### config.mk
export PLATFORM = sky130hd
export DESIGN_NAME = instruction_fetch
export DESIGN_NICKNAME = d
export VERILOG_FILES = /design/src/rtl/instruction_fetch.sv
export SDC_FILE = /design/constraint.sdc
export NUM_CORES = 1
export LEC_CHECK = 0
export CELL_PAD_IN_SITES_DETAIL_PLACEMENT = 0
export CELL_PAD_IN_SITES_GLOBAL_PLACEMENT = 2
export CORE_ASPECT_RATIO = 0.6
export CORE_MARGIN = 10
export CORE_UTILIZATION = 37
export CTS_BUF_LIST = sky130_fd_sc_hd__clkbuf_8
export DETAILED_ROUTE_END_ITERATION = 10
export PLACE_DENSITY_LB_ADDON = 0.1
export SYNTH_ARGS = -nofsm -noshare
export SYNTH_HDL_FRONTEND = slang
export SYNTH_SLANG_ARGS = --single-unit
### constraint.sdc
create_clock -name clk -period 4.1 [get_ports clk]
set_input_delay 0.41 -clock clk [delete_from_list [all_inputs] [get_ports clk]]
set_output_delay 0.41 -clock clk [all_outputs]
set_load 0.01 [all_outputs]
### src/rtl/instruction_fetch.sv
// instruction_fetch: PC owner, in-order imem fetch with credit flow and decode queue; `FETCH_PERF_COUNTERS_EN adds perfFetched/perfFlushed
module instruction_fetch #(
  parameter logic [31:0] RESET_PC = 32'h0000_0000,
  parameter int QUEUE_DEPTH = 2,
  parameter int ADDR_WIDTH = 32
) (
  input logic clk,
  input logic reset,
  output logic imemReqValid,
  input logic imemReqReady,
  output logic [ADDR_WIDTH-1:0] imemReqAddr,
  input logic imemRespValid,
  input logic [31:0] imemRespData,
  output logic instValid,
  input logic instReady,
  output logic [31:0] instruction,
  output logic [ADDR_WIDTH-1:0] instPc,
  input logic redirectValid,
  input logic [ADDR_WIDTH-1:0] redirectPc
`ifdef FETCH_PERF_COUNTERS_EN
  ,
  output logic [31:0] perfFetched,
  output logic [31:0] perfFlushed
`endif
);
  localparam int PW = $clog2(QUEUE_DEPTH);
  localparam logic [PW:0] DEPTH = (PW+1)'(QUEUE_DEPTH);
  localparam logic [ADDR_WIDTH-1:0] RST_PC = ADDR_WIDTH'(RESET_PC);
  localparam logic [31:0] NOP = 32'h0000_0013;
  localparam logic [0:0] RUN = 1'b0;
  localparam logic [0:0] DRAIN = 1'b1;
  logic [0:0] state;
  logic [ADDR_WIDTH-1:0] pc, nextPc;
  logic [PW:0] qCount, outstanding, dropCount, inFlight, nextDrop, nextCount;
  logic [PW-1:0] qHead, qTail, fHead, fTail;
  logic [31:0] qInst [QUEUE_DEPTH];
  logic [ADDR_WIDTH-1:0] qPc [QUEUE_DEPTH];
  logic [ADDR_WIDTH-1:0] fPc [QUEUE_DEPTH];
  logic reqFire, respIn, respDrop, push, pop;
  always_comb begin
    imemReqValid = !reset && !redirectValid && (qCount + outstanding) < DEPTH;
    imemReqAddr = pc;
    reqFire = imemReqValid && imemReqReady;
    respIn = !reset && imemRespValid && outstanding != '0;
    respDrop = respIn && (redirectValid || state == DRAIN);
    push = respIn && !respDrop;
    instValid = qCount != '0;
    pop = instValid && instReady && !redirectValid;
    instruction = instValid ? qInst[qHead] : NOP;
    instPc = instValid ? qPc[qHead] : '0;
    inFlight = outstanding - (PW+1)'(respIn);
    nextDrop = redirectValid ? inFlight : dropCount - (PW+1)'(respDrop);
    nextCount = redirectValid ? '0 : qCount + (PW+1)'(push) - (PW+1)'(pop);
    nextPc = redirectValid ? (redirectPc & ~ADDR_WIDTH'(3)) : reqFire ? pc + ADDR_WIDTH'(4) : pc;
  end
  always_ff @(posedge clk) begin
    if (reset) begin
      pc <= RST_PC;
      qCount <= '0;
      outstanding <= '0;
      dropCount <= '0;
      qHead <= '0;
      qTail <= '0;
      fHead <= '0;
      fTail <= '0;
      state <= RUN;
    end else begin
      pc <= nextPc;
      qCount <= nextCount;
      outstanding <= inFlight + (PW+1)'(reqFire);
      dropCount <= nextDrop;
      state <= nextDrop != '0 ? DRAIN : RUN;
      qHead <= redirectValid ? '0 : qHead + PW'(pop);
      qTail <= redirectValid ? '0 : qTail + PW'(push);
      fHead <= redirectValid ? '0 : fHead + PW'(push);
      fTail <= redirectValid ? '0 : fTail + PW'(reqFire);
    end
  end
  always_ff @(posedge clk) begin
    if (reqFire) fPc[fTail] <= pc;
    if (push) begin
      qInst[qTail] <= imemRespData;
      qPc[qTail] <= fPc[fHead];
    end
  end
`ifdef FETCH_PERF_COUNTERS_EN
  always_ff @(posedge clk) begin
    if (reset) begin
      perfFetched <= '0;
      perfFlushed <= '0;
    end else begin
      perfFetched <= perfFetched + 32'(push);
      perfFlushed <= perfFlushed + 32'(respDrop) + (redirectValid ? 32'(qCount) : 32'd0);
    end
  end
`endif
endmodule

==> impl_results.md <==
* CTS tree: built
* Max-Cap Viols at 0
* CP max FO at 37
* Share of power burned in registers at 0.553
* Total number of placement rows at 44
* Vias at 5,686
* Fraction of layout instances using a drive strength above 1 at 0.1326
* CTS clk-pin slew, worst paths at 70 ps
* Power density of the placed cells at 393.1 mW/mm²
* Top flip-flop cell by instance count after synthesis: sky130_fd_sc_hd__edfxtp_1
* VDD IR max at 0.1747 mV
* Clk pwr share at 0.386
* Final Core Density at 0.4873
* Simple-gate share of the synthesized area at 0.09982
* Post-route fraction of the period consumed by the critical path at 0.7646
* Largest family of logic cells by synthesized area: multiplexers
* Kind of start point of the critical path: flop
* Final antenna-violating net count at 0
* HPWL reported at the end of detailed placement at 15,470 µm
* DRC at 0
* Number of DRC violations after detailed-routing iteration 0 at 321
* Share of the synthesized area in compound gates (AO/OA/AOI/OAI) at 0.03460
* Most common cell after layout, fill and taps aside: sky130_fd_sc_hd__edfxtp_1
* Vertical extent of the die at 141.8 µm
* CP Data Arrival Time at 2720 ps
* Sum of overflow across all layers after global routing at 0
* Horiz. Die Dim at 223.0 µm
* Post CTS Setup Buffer Count at 0
* Area enclosed by the die boundary at 0.03163 mm²
* Max-slew headroom at the worst pin at 0.3495
* Initial antenna violation count at 0
* Gate count of the mapped netlist at 647
* Async S/R FF share, synth at 0
* CTS resizes at 0
* Root Buffer: sky130_fd_sc_hd__clkbuf_8
* Post-Route Setup TNS at 0 ps
* Fraction of synthesized area in multiplexers at 0.1157
* Portion of the post-synthesis area used by sequential elements at 0.6936
* Post-synthesis cell type count at 47
* Number of global-route vias before repair at 5,890
* Global-route wire length before repair at 35,160 µm
* Synthesis-to-finish area growth at 29.30%
* Post-layout minimum cycle time at 3135 ps
* Path category of the worst min-delay check: input port to flop
* Drt wl/cell at 19.45 µm
* Via/cell ratio at 4.843
* Clock latency reported for the late side of the worst-skew pair at 540 ps
* Switching share of power at 0.2254
* Largest net degree at the start of global routing at 63
* Starting utilization of the core area at 0.3769
* Leakage component of the power at 0.003811 µW
* Number of clock sinks at 225
* Required time reported for the critical path endpoint at 3690 ps
* Total wire length after detailed routing at 22,840 µm
* Number of synthesized flops with an enable pin at 184
* Xor/xnor share of the synthesized area at 0.02188
* Routability Congestion at 0.7442
* Number of buffer cells added on primary ports at 161
* Sort of element at the end of the critical path: primary output
* Final setup skew at 27.68 ps
* Maximum clock rate at 319.0 MHz
* Count of pins on the block boundary at 168
* GRT Total Usage at 0.1421
* Diode insertion count for antenna repair at 0
* Number of buffers on the longest clock path at 3
* Final hold violation count at 0
* Hold-fix buffers at CTS at 0
* Combinational power share at 0.061
* Count of final max-slew check failures at 0
* Cells taking the most area after synthesis: sky130_fd_sc_hd__edfxtp_1 60%, sky130_fd_sc_hd__dfxtp_1 9.0%, sky130_fd_sc_hd__mux2i_1 6.9%
* RSZ-0062 raised after global routing: no
* Top cell type's share of synthesized area at 0.6039
* Commonest cells after routing, fill and taps aside: 184 x sky130_fd_sc_hd__edfxtp_1, 161 x sky130_fd_sc_hd__clkdlybuf4s50_1, 87 x sky130_fd_sc_hd__nor2_1
* Post-Synth Adder-Cell Area at 0.01094
* Number of CTS-inserted buffers at 36
* Synth area leader: sky130_fd_sc_hd__edfxtp_1
* Net Sw Power at 1048 µW
* Number of H-tree branching levels at 2
* Slew at the pin closest to its max-slew limit at 975.8 ps
* Number of failing setup endpoints in the final timing report at 0
* Result of the run: complete, no violations
* Detailed Routing Iterations Pass 1 at 4
* Post-Synthesis Cell Area at 0.009150 mm²
* PnR Total Power at 4651 µW
* Standard cell core area at 0.02428 mm²
* Internal power at 3602 µW
* Yosys warning total at 0
* Net count reported at finish at 903
* Worst Setup Path Type: flop to primary output
* Post-synthesis area per instance at 14.14 µm²
* Yosys reg bits at 225
[layer usage]
layer,vias to the layer above,part of all wire,GRT usage,wire length [µm]
met2,129,0.47,0.2233,10660
met1,2767,0.46,0.1879,10510
met5,-,0,0,0
li1,2753,-,-,-
met3,37,0.057,0.04042,1296
met4,0,0.016,0.03966,370
[kinds of logic (layout without fill, tap and decap cells)]
logic type,count (synthesis),in the layout
multiplexers,101,101
adder cells (fa/ha/maj),8,8
flip-flops,225,225
AND/OR/NAND/NOR,194,194
AO/OA/AOI/OAI,45,45
other,1,4
XOR/XNOR,22,22
buffers and inverters,51,253
[per-stage QoR]
stage | setup slack [ps] | hold WS, ps | area (µm²) | instances
detailed placement | 1153 | 530.5 | 11160 | 1109
floorplan | 687.3 | 508.9 | 9161 | 650
CTS | 867.2 | 403.0 | 11830 | 1174
finish | 965.1 | 438.5 | 11830 | 1174
global placement | 1195 | 535.7 | 11160 | 1109
global route | 772.0 | 418.3 | 11830 | 1174
[critical path: stages (launching register included)]
cell,delay (ps)
sky130_fd_sc_hd__dfxtp_1,380
sky130_fd_sc_hd__nor2_4,630
sky130_fd_sc_hd__buf_4,510
sky130_fd_sc_hd__nor2_1,130
sky130_fd_sc_hd__clkdlybuf4s50_1,510
[sequential cells by signal, indices dropped and copies added, names as in the netlist]
name / count
qInst: 64
fPc: 60
qPc: 60
imemReqAddr: 30
dropCount: 2
outstanding: 2
qCount: 2
fHead: 1
fTail: 1
qHead: 1
qTail: 1
state: 1
[Yosys cell counts (10+ instances only)]
master,number
sky130_fd_sc_hd__nand2_1,37
sky130_fd_sc_hd__mux2_2,38
sky130_fd_sc_hd__dfxtp_1,41
sky130_fd_sc_hd__inv_1,14
sky130_fd_sc_hd__a211oi_1,13
sky130_fd_sc_hd__clkbuf_1,19
sky130_fd_sc_hd__buf_1,10
sky130_fd_sc_hd__edfxtp_1,184
sky130_fd_sc_hd__nor2_1,88
sky130_fd_sc_hd__nand3_1,11
sky130_fd_sc_hd__mux2i_1,63
sky130_fd_sc_hd__xnor2_1,13
[worst paths after layout]
check,start,endpoint,slack (ps),depth (start not counted)
min reg2reg,imemReqAddr[31]$_SDFFE_PP0P_,fPc[0][31]$_DFFE_PP_,540,0
max reg2reg,qCount[1]$_SDFF_PP0_,qCount[1]$_SDFF_PP0_,1360,9
min,redirectPc[11],imemReqAddr[11]$_SDFFE_PP0P_,440,3
max,qCount[1]$_SDFF_PP0_,instPc[12],970,4
[power by group through the flow]
stage | registers (µW) | clock network [µW] | logic [µW]
floorplan | 2610 | 0 | 120
global placement | 2620 | 0 | 280
detailed placement | 2620 | 0 | 285
CTS | 2570 | 1870 | 287
global route | 2580 | 1970 | 309
finish | 2570 | 1800 | 282
[cell type report]
class	count	area [µm²]
multi-input cells	374	2629
well taps	322	402.9
repair buffers	174	1722
clock inverters	23	97.59
fillers	2151	12450
inverters	14	52.55
clock buffers	42	578.1
flip-flops and latches	225	6350
Power figures use the tool's default switching activity.
==> variant 1, RTL diff (config.mk and constraints unchanged) <==
`ADDR_WIDTH`: 32 -> 16.
--- a/src/rtl/instruction_fetch.sv
+++ b/src/rtl/instruction_fetch.sv
@@ -4,3 +4,3 @@
   parameter int QUEUE_DEPTH = 2,
-  parameter int ADDR_WIDTH = 32
+  parameter int ADDR_WIDTH = 16
 ) (
Ports: changed (resized imemReqAddr, instPc and redirectPc); port bits go from 168 to 120. No check against the original RTL was run, so the function may have changed too.
==> variant 1 against the unedited design <==
  * Wire length fell by 43%
  * Sequential cell count fell by 80
  * Non-clock buffer count fell by 53
  * Design area fell by 35%
  * Maximum frequency rose by 5.4%
  * Core utilization rose by 0.82 points
  * Area after synthesis fell by 35%
  * Clock power fell by 36%
  * Worst hold slack improved by 0.11 ns
  * Sequential power fell by 36%
  * First-iteration DRC count fell by 27%
  * Setup slack improved by 0.16 ns
  * Power fell by 36%
  * Critical path type unchanged
==> variant 1: results (changes against the unedited design) <==
M2 GR Usage -> 19.12% (was 22.33%)
CP arrival -> 2.56 ns (was 2.72 ns)
Max Clock Skew -> 0.01406 ns (was 0.02768 ns)
Critical Path Source -> qHead (was qCount[1])
HP Class -> reg2reg (was in2reg)
Via-per-instance ratio -> 4.855 (was 4.843)
Relative slew slack -> 29.59% (was 34.95%)
Final hold slack -> 0.5471 ns (was 0.4385 ns)
Pre-CTS WS -> 1.110 ns (was 1.153 ns)
Min-delay src -> imemReqAddr[15] (was redirectPc[11])
Synth Area in XOR/XNOR -> 1.609% (was 2.188%)
Nets@finish -> 598 (was 903)
DP HPWL -> 9.268 mm (was 15.47 mm)
Met3 usage -> 4.254% (was 4.042%)
DR WL/cell -> 17.39 microns (was 19.45 microns)
EDFF count, synth -> 120 (was 184)
I/O Buffers -> 113 (was 161)
Biggest regs -> qInst (64), fPc (28), qPc (28) (was qInst (64), fPc (60), qPc (60))
Status -> finished, final reports clean (unchanged)
Worst setup endpoint -> instPc[11] (was instPc[12])
GPL Wtd Cong -> 0.7410 (was 0.7442)
R2R cell count -> 4 (was 9)
CTS Buf Count -> 17 (was 36)
Initial detailed-routing violation count -> 235 (was 321)
Post-synthesis compound-gate area fraction -> 4.278% (was 3.460%)
Static leakage power -> 2.508 nW (was 3.811 nW)
CP max FO -> 29 (was 37)
==> variant 1: final cells by class <==
| cell class | instances | area, sq um |
|---|---|---|
| Timing Repair Buffer | 121 | 1191 |
| Fill cell | 1380 | 7820 |
| Clock inverter | 14 | 162.7 |
| Tap cell | 203 | 254.0 |
| Sequential cell | 145 | 4105 |
| Clock buffer | 18 | 247.7 |
| Multi-Input combinational cell | 238 | 1673 |
| Inverter | 13 | 48.80 |
==> variant 1: report_power, final <==
| group | total (mW) | internal (mW) | switching (mW) |
|---|---|---|---|
| sequential | 1.65 | 1.62 | 0.0286 |
| combinational | 0.192 | 0.104 | 0.0878 |
| clock | 1.16 | 0.618 | 0.537 |
==> variant 1: metrics by stage <==
stage / utilization, % / std cells
2_1_floorplan: - / 420
3_3_place_gp: 46.91 / 720
3_5_place_dp: 46.91 / 720
4_1_cts: 49.56 / 752
5_1_grt: 49.56 / 752
6_report: 49.56 / 752
==> variant 2, RTL diff (same settings) <==
Without the edit above. The option `FETCH_PERF_COUNTERS_EN` is turned on by a define.
--- a/src/rtl/instruction_fetch.sv
+++ b/src/rtl/instruction_fetch.sv
@@ -1,2 +1,4 @@
 // instruction_fetch: PC owner, in-order imem fetch with credit flow and decode queue; `FETCH_PERF_COUNTERS_EN adds perfFetched/perfFlushed
+`define FETCH_PERF_COUNTERS_EN
+
 module instruction_fetch #(
Function (old outputs only; new: perfFetched and perfFlushed): kept (equiv_simple and equiv_induct, registers matched by name and starting in step).
==> variant 2 against the unedited design <==
  * Worst hold slack got worse by 0.088 ns
  * Count of clock-buffer cells in the layout increased by 7
  * Wire length increased by 35%
  * Sequential cell count increased by 64
  * Clock skew decreased by 0.0031 ns
  * Area after synthesis increased by 31%
  * Global-route usage increased by 0.91 points
  * Power increased by 27%
  * Setup slack improved by 0.051 ns
  * Design area increased by 32%
  * Largest power group unchanged
==> variant 2: results (changes against the unedited design) <==
Status -> finished, final reports clean (unchanged)
First-pass GRT wire length -> 48.06 mm (was 35.16 mm)
# diodes -> 2 (was 0)
GRT met1 Usage -> 19.77% (was 18.79%)
Static leakage power -> 5.078 nW (was 3.811 nW)
Sequential share of cell area -> 48.94% (was 53.67%)
M2 GR Usage -> 23.91% (was 22.33%)
Final-layout clock buffer total -> 49 (was 42)
Worst Hold End -> imemReqAddr[13] (was imemReqAddr[11])
Sequential fraction of the synthesis area -> 63.52% (was 69.36%)
R2R cell count -> 10 (was 9)
GPL Wtd Cong -> 0.7191 (was 0.7442)
CTS Buf Count -> 46 (was 36)
Synth top cells by count -> edfxtp_1 (184), nor2_1 (158), dfxtp_1 (105) (was edfxtp_1 (184), nor2_1 (88), mux2i_1 (63))
Slowest CP cell -> fa_1 (was nor2_4)
Fraction of area in multi-input gates -> 26.33% (was 22.22%)
DR vias -> 7958 (was 5686)
Netlist cell types -> 48 (was 47)
DR WL/cell -> 18.67 microns (was 19.45 microns)
Initial antenna violation count -> 2 (was 0)
Main area contributors after synthesis -> edfxtp_1 (46%), dfxtp_1 (18%), mux2i_1 (5.3%) (was edfxtp_1 (60%), dfxtp_1 (9.0%), mux2i_1 (6.9%))
Core Region -> 31590 sq um (was 24280 sq um)
Synth Register Bits -> 289 (was 225)
Skew-Pair Late Insertion Delay -> 0.57 ns (was 0.54 ns)
Initial detailed-routing violation count -> 439 (was 321)
Root Buffer -> clkbuf_8 (unchanged)
Adder-Cell Fraction of Synth Area -> 1.688% (was 1.094%)
Post-synthesis compound-gate area fraction -> 3.022% (was 3.460%)
Share of the synthesized area in the top cell type -> 46.01% (was 60.39%)
Nets@finish -> 1287 (was 903)
Largest net degree at the start of global routing -> 90 (was 63)
I/O Buffers -> 225 (was 161)
DP HPWL -> 20.47 mm (was 15.47 mm)
R2R setup slack -> 1.02 ns (was 1.36 ns)
Synth Area in XOR/XNOR -> 6.710% (was 2.188%)
DRT met1 WL -> 14.07 mm (was 10.51 mm)
Post-synthesis mux area share -> 8.159% (was 11.57%)
Share of cells above drive strength 1 -> 10.49% (was 13.26%)
Delay of the slowest critical-path stage -> 0.43 ns (was 0.63 ns)
Max Clock Skew -> 0.02453 ns (was 0.02768 ns)
Final hold slack -> 0.3504 ns (was 0.4385 ns)
Max VDD drop -> 0.1585 mV (was 0.1747 mV)
Clk tree area frac -> 5.664% (was 5.711%)
Biggest regs -> qInst (64), fPc (60), qPc (60) (unchanged)
Hold depth -> 4 (was 3)
Non-clock inverter count -> 25 (was 14)
GRT Util Overall -> 15.12% (was 14.21%)
Worst R2R Start -> outstanding[1] (was qCount[1])
Wire length on met2 -> 14.28 mm (was 10.66 mm)
Buffering overhead -> 15.10% (was 14.55%)
Fillers -> 2844 (was 2151)
CP arrival -> 3.50 ns (was 2.72 ns)
Worst Max-Slew Pin Slew -> 1.043 ns (was 0.9758 ns)
Multi-Input Combinational -> 601 (was 374)
CP max FO -> 7 (was 37)
Crit Reg-Reg Endpoint -> perfFlushed[30] (was qCount[1])
-- variant 2: how the worst max path moves through the flow --
| stage | slack [ns] | startpoint | to | depth (start not counted) |
|---|---|---|---|---|
| after floorplan | 0.91 | reset | qInst[1][0] | 5 |
| after detailed placement | 0.48 | imemRespValid | perfFlushed[28] | 11 |
| after global routing | 0.61 | outstanding[0] | perfFlushed[28] | 10 |
| after CTS | 0.98 | outstanding[1] | perfFlushed[26] | 10 |
| after global placement | 0.47 | redirectValid | perfFlushed[26] | 9 |
| final | 1.02 | outstanding[1] | perfFlushed[30] | 10 |
-- variant 2: worst max-delay path: cells and delay by family (launching register included) --
family                     cells  cell delay, ns
DFF                            1            0.39
buffers and inverters          1            0.09
adders and majority gates      2            0.86
and+or+nand+nor                4            1.16
xor gates and xnor gates       1            0.16
AOI/OAI and AO/OA              2            0.28
-- variant 2: where the power goes --
group	total (mW)	internal (mW)	switching (mW)
registers	3.19	3.14	0.0519
logic	0.301	0.157	0.144
clock network	2.39	1.24	1.15
total	5.88	4.54	1.34
-- variant 2: cell families after synthesis --
| group | Yosys count |
|---|---|
| adders and majority gates | 15 |
| buffers and inverters | 78 |
| and+or+nand+nor | 342 |
| other | 1 |
| muxes | 94 |
| AOI/OAI and AO/OA | 54 |
| DFF | 289 |
| xor gates and xnor gates | 92 |
-- variant 2: stage by stage --
stage / std cells / instance area, sq um / setup WS [ns] / util, %
floorplan: 968 / 12020 / 0.9057 / -
global placement: 1570 / 14710 / 0.4746 / 46.55
detailed placement: 1570 / 14710 / 0.4807 / 46.55
CTS: 1655 / 15590 / 0.9760 / 49.35
global route: 1656 / 15590 / 0.6112 / 49.36
finish: 1657 / 15600 / 1.016 / 49.37
